`src/rtl/matrix_mac_sequencer_pkg.sv`:
```
// Shared constants for the 2x2 matrix multiplier: widths, sequencer states,
// result slot layout and the entry-to-element mapping used by the selectors.
package matrix_mac_sequencer_pkg;

  localparam int unsigned ELEM_W  = 4;
  localparam int unsigned ACC_W   = 2 * ELEM_W + 1;
  localparam int unsigned N_ENTRY = 8;
  localparam int unsigned IDX_W   = 3;
  localparam int unsigned N_SLOT  = 4;

  typedef enum logic [1:0] {
    ST_IDLE,
    ST_ISSUE,
    ST_FINAL
  } state_t;

  // Element codes: 0=x00, 1=x01, 2=x10, 3=x11; entry 7 in the top bits.
  localparam logic [2*N_ENTRY-1:0] ENTRY_A_SEL = {2'd3, 2'd2, 2'd3, 2'd2, 2'd1, 2'd0, 2'd1, 2'd0};
  localparam logic [2*N_ENTRY-1:0] ENTRY_B_SEL = {2'd3, 2'd1, 2'd2, 2'd0, 2'd3, 2'd1, 2'd2, 2'd0};

  function automatic int unsigned slot_lsb(input int unsigned k);
    return k * ACC_W;
  endfunction

endpackage

```
`src/rtl/matrix_mac_sequencer_mac.sv`:
```
// Multiply/pair-accumulate datapath: even entries load the product, odd
// entries close a dot product into the matching working slot.
module matrix_mac_unit
  import matrix_mac_sequencer_pkg::*;
(
  input  logic              clk,
  input  logic              reset,
  input  logic              i_capture,
  input  logic [IDX_W-1:0]  i_idx,
  input  logic [ELEM_W-1:0] i_a,
  input  logic [ELEM_W-1:0] i_b,
  output logic [ACC_W-1:0]  o_slot0,
  output logic [ACC_W-1:0]  o_slot1,
  output logic [ACC_W-1:0]  o_slot2,
  output logic [ACC_W-1:0]  o_sum
);

  logic [2*ELEM_W-1:0] r_acc;
  logic [ACC_W-1:0]    r_slot0;
  logic [ACC_W-1:0]    r_slot1;
  logic [ACC_W-1:0]    r_slot2;
  logic [2*ELEM_W-1:0] w_prod;
  logic [ACC_W-1:0]    w_sum;

  assign w_prod = i_a * i_b;
  assign w_sum  = ACC_W'(r_acc) + ACC_W'(w_prod);

  // Slot 3 is never stored here: the top consumes o_sum directly at its final capture.
  always_ff @(posedge clk) begin
    if (reset) begin
      r_acc   <= '0;
      r_slot0 <= '0;
      r_slot1 <= '0;
      r_slot2 <= '0;
    end else if (i_capture) begin
      if (!i_idx[0]) begin
        r_acc <= w_prod;
      end else begin
        case (i_idx[2:1])
          2'd0:    r_slot0 <= w_sum;
          2'd1:    r_slot1 <= w_sum;
          2'd2:    r_slot2 <= w_sum;
          default: ;
        endcase
      end
    end
  end

  assign o_slot0 = r_slot0;
  assign o_slot1 = r_slot1;
  assign o_slot2 = r_slot2;
  assign o_sum   = w_sum;

endmodule

```
`src/rtl/matrix_mac_sequencer.sv`:
```
// Sequencer for the 2x2 multiplier: walks entry_out 0..7, captures the
// selector outputs one cycle later and publishes C = A*B with a done pulse.
module matrix_mac_sequencer
  import matrix_mac_sequencer_pkg::*;
(
  input  logic                  clk,
  input  logic                  reset,
  input  logic                  start,
  input  logic [ELEM_W-1:0]     elementA,
  input  logic [ELEM_W-1:0]     elementB,
  output logic [IDX_W-1:0]      entry_out,
  output logic                  busy,
  output logic                  done,
  output logic [4*ACC_W-1:0]    result
);

  state_t               r_state;
  logic [IDX_W-1:0]     r_entry;
  logic                 r_busy;
  logic                 r_done;
  logic [4*ACC_W-1:0]   r_result;

  logic                 w_capture;
  logic [ACC_W-1:0]     w_slot0;
  logic [ACC_W-1:0]     w_slot1;
  logic [ACC_W-1:0]     w_slot2;
  logic [ACC_W-1:0]     w_sum;

  // Selector data lags the index by one edge, so the element on the bus at
  // each ISSUE/FINAL edge belongs to the index currently held in r_entry.
  assign w_capture = (r_state == ST_ISSUE) || (r_state == ST_FINAL);

  matrix_mac_unit u_mac (
    .clk       (clk),
    .reset     (reset),
    .i_capture (w_capture),
    .i_idx     (r_entry),
    .i_a       (elementA),
    .i_b       (elementB),
    .o_slot0   (w_slot0),
    .o_slot1   (w_slot1),
    .o_slot2   (w_slot2),
    .o_sum     (w_sum)
  );

  always_ff @(posedge clk) begin
    if (reset) begin
      r_state  <= ST_IDLE;
      r_entry  <= '0;
      r_busy   <= 1'b0;
      r_done   <= 1'b0;
      r_result <= '0;
    end else begin
      r_done <= 1'b0;
      case (r_state)
        ST_IDLE: begin
          r_entry <= '0;
          if (start) begin
            r_state <= ST_ISSUE;
            r_busy  <= 1'b1;
          end
        end
        ST_ISSUE: begin
          r_entry <= r_entry + IDX_W'(1);
          if (r_entry == IDX_W'(N_ENTRY - 2)) begin
            r_state <= ST_FINAL;
          end
        end
        ST_FINAL: begin
          r_result[slot_lsb(0) +: ACC_W] <= w_slot0;
          r_result[slot_lsb(1) +: ACC_W] <= w_slot1;
          r_result[slot_lsb(2) +: ACC_W] <= w_slot2;
          r_result[slot_lsb(3) +: ACC_W] <= w_sum;
          r_done  <= 1'b1;
          r_busy  <= 1'b0;
          r_entry <= '0;
          r_state <= ST_IDLE;
        end
        default: r_state <= ST_IDLE;
      endcase
    end
  end

  assign entry_out = r_entry;
  assign busy      = r_busy;
  assign done      = r_done;
  assign result    = r_result;

endmodule

```
`config.mk`:
```
export PLATFORM = sky130hd
export DESIGN_NAME = matrix_mac_sequencer
export DESIGN_NICKNAME = d
export VERILOG_FILES = /design/src/rtl/matrix_mac_sequencer_pkg.sv /design/src/rtl/matrix_mac_sequencer_mac.sv /design/src/rtl/matrix_mac_sequencer.sv
export SDC_FILE = /design/constraint.sdc
export NUM_CORES = 1
export LEC_CHECK = 0
export BUFFER_PORTS_ARGS = -buffer_cell sky130_fd_sc_hd__buf_2
export CORE_ASPECT_RATIO = 0.5
export CORE_MARGIN = 4
export CORE_UTILIZATION = 45
export DETAILED_ROUTE_END_ITERATION = 12
export PLACE_DENSITY = 0.74
export SLEW_MARGIN = 20
export SYNTH_ARGS = -nofsm -noshare
export SYNTH_HDL_FRONTEND = slang
export SYNTH_SLANG_ARGS = --single-unit
```
`constraint.sdc`:
```
create_clock -name clk -period 8.2 [get_ports clk]
set_clock_uncertainty 0.2 [all_clocks]
set_input_delay 0.82 -clock clk [delete_from_list [all_inputs] [get_ports clk]]
set_output_delay 0.82 -clock clk [all_outputs]
set_load 0.01 [all_outputs]
```
After elaboration in Yosys (flattened, before gate mapping). Cells that the tools add are included.

Muxes and demuxes: 7. Multiply operators: 1. Reduce and logical (&&, ||, !) cells: 12. Add/sub/neg operators: 2. Bitwise operators: 1. Equality and inequality tests: 7.

Operators by type and width (count): adder 8 x 8 -> 9 bit (1); AND reduction 3 bit (3); multiplier 4 x 4 -> 8 bit (1); one-hot mux 3 bit (2 select lines) (1); AND reduction 2 bit (3); equality test 2 x 1 -> 1 bit (second input constant) (2); equality test 2 bit (second input constant) (2); logical NOT 2 bit (2); two-way mux 2 bit (2); one-hot mux 2 bit (2 select lines) (1); nonzero test 2 bit (2); adder 3 x 1 -> 3 bit (second input constant) (1); equality test 3 bit (second input constant) (1); two-way mux 1 bit (2); != test 2 x 1 -> 1 bit (second input constant) (1); != test 2 bit (second input constant) (1); one-hot mux 1 bit (2 select lines) (1); OR reduction 2 bit (1); logical OR 1 bit (1); inverter 1 bit (1).

Output and inout bits: 41. Logic and storage cells: 39. Register bits: 78.

Depth between registers and ports, before layout. Gate-level depths: netlist (run 1).

Word-level depth: 3. Depth in mapped cells: 15. Mapped depth without buffers: 15.

Cells and area by module. Synthesis (run 1) repeated with hierarchy kept, for this count alone.

Cell total of the unflattened synthesis: 414. Area, all modules: 3751.1 um^2.

Modules (own cells, without submodules): matrix_mac_unit (instances 1, cells each 255, area each 2093.3 um^2); matrix_mac_sequencer (instances 1, cells each 159, area each 1657.8 um^2).

Worst setup path after synthesis (run 1). Ideal clock, no wire load.

Path kind: in2reg. From: input port elementA[0]. To: register r_result[34] (netlist: result[34]). Data arrival time: 4.182 ns. Slack: 3.730 ns. Cell stages on the path: 14. Path buffers: 0. Cell sequence: nand2_1 > fa_1 > inv_1 > fa_1 > inv_1 > fa_1 > nor2b_1 > o21ai_0 > a21boi_0 > nor2_1 > ha_1 > a21o_1 > o31a_4 > a311oi_2.

Word-level cells in the longest chain between the ends: 2.

RTL lines: start, declared (RTL line matrix_mac_sequencer.sv:9) `input logic [ELEM_W-1:0] elementA,`; multiplier 4 x 4 -> 8 bit (RTL line matrix_mac_sequencer_mac.sv:25) `assign w_prod = i_a * i_b;`; via u_mac.w_prod[6] (RTL line matrix_mac_sequencer_mac.sv:22) `logic [2*ELEM_W-1:0] w_prod;`; adder 8 x 8 -> 9 bit (RTL line matrix_mac_sequencer_mac.sv:26) `assign w_sum = ACC_W'(r_acc) + ACC_W'(w_prod);`; end signal, assigned by index (RTL line matrix_mac_sequencer.sv:70) `r_result[slot_lsb(0) +: ACC_W] <= w_slot0;`; end signal, assigned by index (RTL line matrix_mac_sequencer.sv:71) `r_result[slot_lsb(1) +: ACC_W] <= w_slot1;`; end signal, assigned by index (RTL line matrix_mac_sequencer.sv:72) `r_result[slot_lsb(2) +: ACC_W] <= w_slot2;`; end, declared (RTL line matrix_mac_sequencer.sv:21) `logic [4*ACC_W-1:0] r_result;`.

The timed path passes the listed nets, and every way through them passes these cells. A chain may end at the register's enable or synchronous reset.

Worst setup path after layout (run 1).
From: input port elementA[0]. To: register u_mac.r_slot2[6] (netlist: u_mac.o_slot2[6]).

Word-level cells in the longest chain between the ends: 2.

RTL lines: multiplier 4 x 4 -> 8 bit (RTL line matrix_mac_sequencer_mac.sv:25); via u_mac.w_prod[6] (RTL line matrix_mac_sequencer_mac.sv:22); adder 8 x 8 -> 9 bit (RTL line matrix_mac_sequencer_mac.sv:26); end signal, assigned (RTL line matrix_mac_sequencer_mac.sv:42) `2'd2: r_slot2 <= w_sum;`; end, declared (RTL line matrix_mac_sequencer_mac.sv:21) `logic [ACC_W-1:0] r_slot2;`.

The timed path passes the listed nets, and every way through them passes these cells.

==> run_results.csv, run 1 <==
group,metric,value,unit
status,outcome,"completed",
global_routing,grt_pass1_wl,13480,µm
global_routing,antenna_found_initial,0,
hold_path,hold_class,"reg2reg",
global_routing,first_global_vias,2809,
pwr,peakVddDrop,97.38,µV
cells_and_area,syn_to_final_growth,17.59,%
cells_and_area,nets,486,
detailed_routing,ant_nets,0,
synth,postSynthAreaPerCell,9.461,µm²
worst_setup_path,cp.arrival,4.62,ns
timing,worstMarginPinSlew,0.7457,ns
detailed_routing,drt_iter0_drc,188,
floorplan,dieHeight,72.60,µm
worst_setup_path,critPathRequiredTime,8.21,ns
synth,async_flop_share,0,
floorplan,die_w,137.2,µm
placed_design,post-dp-hpwl,5488,µm
floorplan,core_area,8058,µm²
detailed_routing,dr.pass1.iters,4,
synth,synth_cell_types,52,
timing,max_freq,216.9,MHz
synth,synth-warning-count,0,
timing,slew_viol_final,0,
placed_design,portBuffers,51,
detailed_routing,wirelength,7755,µm
synth,netlist_area,3756,µm²
global_routing,grt_usage,0.1703,
clocking,cts_tree,"done",
global_routing,grt-ovfl-total,0,
floorplan,initial_core_util,0.4661,
placed_design,dp_cells,544,
pwr,total_power,1.027,mW
cells_and_area,diodes,0,
detailed_routing,routedWlPerCell,13.85,µm
synth,yosysTopAreaCellShare,0.4157,
global_routing,grt_start_max_net_pins,61,
timing,setup_tns,0,ns
timing,post-route-min-period,4.610,ns
floorplan,dieArea,9961,µm²
timing,rsz0062_at_grt,"no",
floorplan,io_pins,52,
synth,synth_top_flop_cell,"dfxtp_1",
clocking,clk_latency,0.33,ns
synth,synth_edf_count,0,
timing,relSlewSlack,0.4998,
worst_setup_path,endpoint_kind,"flop",
worst_setup_path,cp_max_fo,8,
floorplan,rows,23,
timing,finalCritPeriodShare,0.5622,
synth,syn_nets,440,
detailed_routing,route.met3.wl,340,µm
clocking,numCtsBuffers,9,
cells_and_area,fin_cells,560,
timing,hold_viol,0,
placed_design,gp_congestion,0.8073,
clocking,root_buffer,"clkbuf_16",
clocking,cts.clk_slew.worst_paths,0.06,ns
run,max_cap_viol_count,0,
clocking,cts-hold-fix-buffers,0,
clocking,htreeDepth,3,
pwr,leakagePower,1.837,nW
synth,syn_inst,397,
detailed_routing,top_layer_used,"met4",
synth,yosysTopAreaCell,"dfxtp_1",
clocking,cts.sinks,78,
pwr,powerDensity,232.6,nW/µm²
clocking,clock_path_buffers,2,
synth,yosysMostFrequentCell,"dfxtp_1",
worst_setup_path,startpoint_type,"input pin",
clocking,cts_resized,0,
detailed_routing,drc,0,
cells_and_area,layout-drive-gt1-share,0.1830,
synth,ys_ff_latch,78,
detailed_routing,wl_met1,3861,µm
detailed_routing,dr_wl_met2,3443,µm
detailed_routing,vias_per_cell,5.129,
worst_setup_path,critPathKind,"in2reg",
detailed_routing,vias,2872,
synth,synthTopCellsByArea,"dfxtp_1 42%, ha_1 9.0%, mux2i_1 8.5%",
synth,synth_commonest_cells,"78 x dfxtp_1, 49 x nor2_1, 32 x mux2i_1",
clocking,cts_setup_buffers,0,
timing,setup_violations,0,
synth,ys_seq_area_frac,0.4157,
==> final timing paths <==
check            startpoint                to  slack, ns  depth (start not counted)
max             elementA[0]  u_mac.o_slot2[6]       3.59                         16
min          u_mac.r_acc[4]    u_mac.r_acc[4]       0.26                          2
max reg2reg      r_state[0]  u_mac.o_slot0[8]       5.94                          6
min reg2reg  u_mac.r_acc[4]    u_mac.r_acc[4]       0.26                          2
==> report_power, final <==
group | internal, mW | leakage [nW] | switching (mW)
clock network | 0.275 | 0.156 | 0.151
registers | 0.392 | 0.630 | 0.00955
logic | 0.0734 | 1.05 | 0.127
total | 0.741 | 1.84 | 0.287
==> metrics by stage <==
step	setup WS, ns	util	hold WS [ns]	instance area (µm²)
final	3.590	0.5481	0.2625	4417
after global routing	3.250	0.5481	0.2879	4417
after CTS	3.564	0.5481	0.2604	4417
after detailed placement	3.232	0.5079	0.2510	4093
after global placement	3.350	0.5079	0.2481	4093
after floorplan	3.730	-	0.2360	3756
==> critical path, stage by stage <==
cell and delay [ns]:
buf_2 0.10, nand2_1 0.07, fa_1 0.54, inv_1 0.06
fa_1 0.56, inv_1 0.07, fa_1 0.45, nor2b_1 0.11
o21ai_0 0.09, a21boi_0 0.27, nor2_1 0.11, ha_1 0.43
nor2b_1 0.11, a221o_1 0.34, a211oi_2 0.36, o21ai_0 0.14
==> layout make-up <==
class / instances / area (µm²)
Tap cell: 112 / 140.1
Inverter: 14 / 52.55
Multi-Input combinational cell: 287 / 2068
Clock buffer: 11 / 242.7
Clock inverter: 5 / 81.33
Sequential cell: 78 / 1562
Timing Repair Buffer: 53 / 270.3
Fill cell: 728 / 3641
==> cell usage in the layout (no fill, tap or decap), drive strengths merged, types with 7 or more instances in the layout <==
cell type and instances:
clkbuf 11, nand2 32, buf 53, ha 27, a21oi 22, nand3 10
dfxtp 78, nor2 49, and2 13, o21ai 17, a211oi 7, mux2i 32
o22ai 8, inv 14
==> sequential cells by signal, indices dropped and copies added (netlist names) <==
register,count
u_mac.o_slot1,9
u_mac.o_slot0,9
r_state,2
u_mac.r_acc,8
busy,1
entry_out,3
result,36
done,1
u_mac.o_slot2,9
==> cell families (layout without fill, tap and decap cells) <==
logic type                 after synthesis  after routing  share of synthesized area
AOI/OAI and AO/OA                       80             80                     0.1476
DFF                                     78             78                     0.4157
muxes                                   32             32                    0.08528
adders and majority gates               32             32                     0.1166
xor gates and xnor gates                 7              7                    0.01632
and+or+nand+nor                        136            136                     0.1842
buffers and inverters                   32             83                    0.03431
==> routing by layer <==
metal	vias to the layer above	global-route usage
li1	1483	-
met5	-	0
met3	8	0.04132
met4	0	0.06195
met1	1335	0.2304
met2	46	0.2675
No activity file was read; power rests on OpenSTA's default activity.
==> inputs of run 2 (changes only) <==
clock period = 4.47 ns   (was 8.2 ns; I/O delays follow)
==> run 2 against run 1 <==
Core utilization fell by 0.062 points. Non-clock buffer count rose by 3. Setup slack got worse by 3.3 ns. Global-route usage is 0.13 points lower. Cell count grew 0.36%. Worst hold slack lost 0.064 ns. Count of clock-buffer cells in the layout shrank 2. Sequential share of layout area hardly changed. Via count up 2.9%. Largest power group is now registers.
==> run_results.csv, run 2 (synthesized netlist as in run 1, its figures left out) <==
group,metric,value,unit
floorplan,dieHeight,72.60,µm
cells_and_area,nets,489,
floorplan,die_w,137.2,µm
cells_and_area,diodes,0,
timing,worstMarginPinSlew,0.7043,ns
timing,post-route-min-period,4.165,ns
detailed_routing,vias,2955,
detailed_routing,drc,0,
placed_design,gp_congestion,0.8091,
cells_and_area,stdcell_area,4412,µm²
worst_setup_path,critPathMaxStageDelay,0.55,ns
detailed_routing,vias_per_cell,5.258,
worst_setup_path,endpoint_kind,"flop",
timing,rsz0062_at_grt,"no",
pwr,powerDensity,416.1,nW/µm²
timing,setup_violations,0,
floorplan,rows,23,
detailed_routing,dr.pass1.iters,4,
placed_design,post-dp-hpwl,5762,µm
clocking,cts.sinks,78,
detailed_routing,drt_iter0_drc,198,
placed_design,portBuffers,51,
detailed_routing,ant_nets,0,
floorplan,core_area,8058,µm²
clocking,clk_latency,0.33,ns
clocking,cts_tree,"done",
timing,hold_viol,0,
status,outcome,"completed",
worst_setup_path,startpoint_type,"input pin",
global_routing,first_global_vias,2655,
timing,relSlewSlack,0.5304,
floorplan,io_pins,52,
cells_and_area,syn_to_final_growth,17.46,%
worst_setup_path,cp_max_fo,6,
clocking,cts.clk_slew.worst_paths,0.06,ns
timing,finalCritPeriodShare,0.9317,
cells_and_area,layout_commonest_cell,"dfxtp_1",
worst_setup_path,crit_top_cell,"fa_1",
worst_setup_path,crit_chain,"buf_2 -> nand2_1 -> fa_1 -> inv_1 -> fa_1 -> inv_1 -> fa_1 -> nor2b_1 -> o21ai_0 -> a21boi_0 -> nor2_1 -> ha_1 -> nor2b_1 -> a221o_1 -> a211oi_4 -> o21ai_0",
clocking,htreeDepth,3,
clocking,root_buffer,"clkbuf_16",
floorplan,dieArea,9961,µm²
timing,max_freq,240.1,MHz
placed_design,dpl_cell_area,4115,µm²
worst_setup_path,critPathKind,"in2reg",
clocking,numCtsBuffers,9,
global_routing,grt_start_max_net_pins,60,
global_routing,antenna_found_initial,0,
run,max_cap_viol_count,0,
pwr,leakagePower,1.835,nW
pwr,peakVddDrop,172.3,µV
detailed_routing,routedWlPerCell,14.59,µm
global_routing,grt_pass1_wl,13210,µm
worst_setup_path,critPathRequiredTime,4.48,ns
cells_and_area,layout-drive-gt1-share,0.1889,
cells_and_area,largest_reg_flops,36,
clocking,clock_path_buffers,2,
hold_path,hold_class,"in2reg",
clocking,cts_setup_buffers,0,
worst_setup_path,cp.arrival,4.18,ns
timing,hold-worst-slack,0.1985,ns
timing,slew_viol_final,0,
worst_setup_path,crit_slowest_cell,"fa_1",
global_routing,grt-ovfl-total,0,
cells_and_area,mostFrequentLayoutCells,"78 x dfxtp_1, 51 x buf_2, 49 x nor2_1",
detailed_routing,wirelength,8197,µm
global_routing,grt_usage,0.1690,
floorplan,initial_core_util,0.4661,
run 2: worst max-delay path, delay by kind of cell:
| family | cells | cell delay (ns) |
|---|---|---|
| buf+inv | 3 | 0.21 |
| compound gates | 5 | 1.17 |
| fa+ha+maj | 4 | 1.92 |
| simple gates | 4 | 0.41 |
run 2: final cells by class:
cell class	count	area [µm²]
Timing Repair Buffer	56	292.8
Sequential cell	78	1562
Multi-Input combinational cell	287	2076
Inverter	14	52.55
Fill cell	743	3646
Tap cell	112	140.1
Clock inverter	6	63.81
Clock buffer	9	225.2
run 2: worst paths after layout:
check | startpoint | endpoint | slack, ns | cells after the start
setup / recovery | elementB[3] | u_mac.o_slot1[6] | 0.31 | 16
hold / removal | start | r_state[0] | 0.20 | 3
setup reg to reg | u_mac.r_acc[0] | result[31] | 2.16 | 6
hold reg to reg | u_mac.o_slot1[0] | u_mac.o_slot1[0] | 0.26 | 2
run 2: layer usage:
layer  up-vias  track usage  wire, µm
li1       1492            -         -
met1      1391       0.2369      3972
met2        59       0.2588      3650
met3        13      0.04132       454
met4         0      0.05310       119
met5         -            0         0
run 2: repair_timing:
item,CTS,global route
hold buffers,0,0
setup endpoints to repair,0,2
gates resized for setup,0,1
run 2: power breakdown:
group / leakage (nW) / internal, mW / total, mW / switching [mW]
Clock: 0.137 / 0.427 / 0.706 / 0.278
Sequential: 0.630 / 0.719 / 0.736 / 0.0169
Combinational: 1.07 / 0.150 / 0.394 / 0.244
run 2: metrics by stage:
stage / utilization / power [mW] / setup WS (ns) / setup TNS (ns) / std cells
after floorplan: - / 1.020 / 0.3726 / 0 / 397
after global placement: 0.5107 / 1.125 / 0.03342 / 0 / 547
after detailed placement: 0.5107 / 1.132 / -0.06394 / -0.1629 / 547
after CTS: 0.5466 / 1.838 / 0.2618 / 0 / 562
after global routing: 0.5475 / 1.919 / 0.03958 / 0 / 562
final: 0.5475 / 1.836 / 0.3053 / 0 / 562
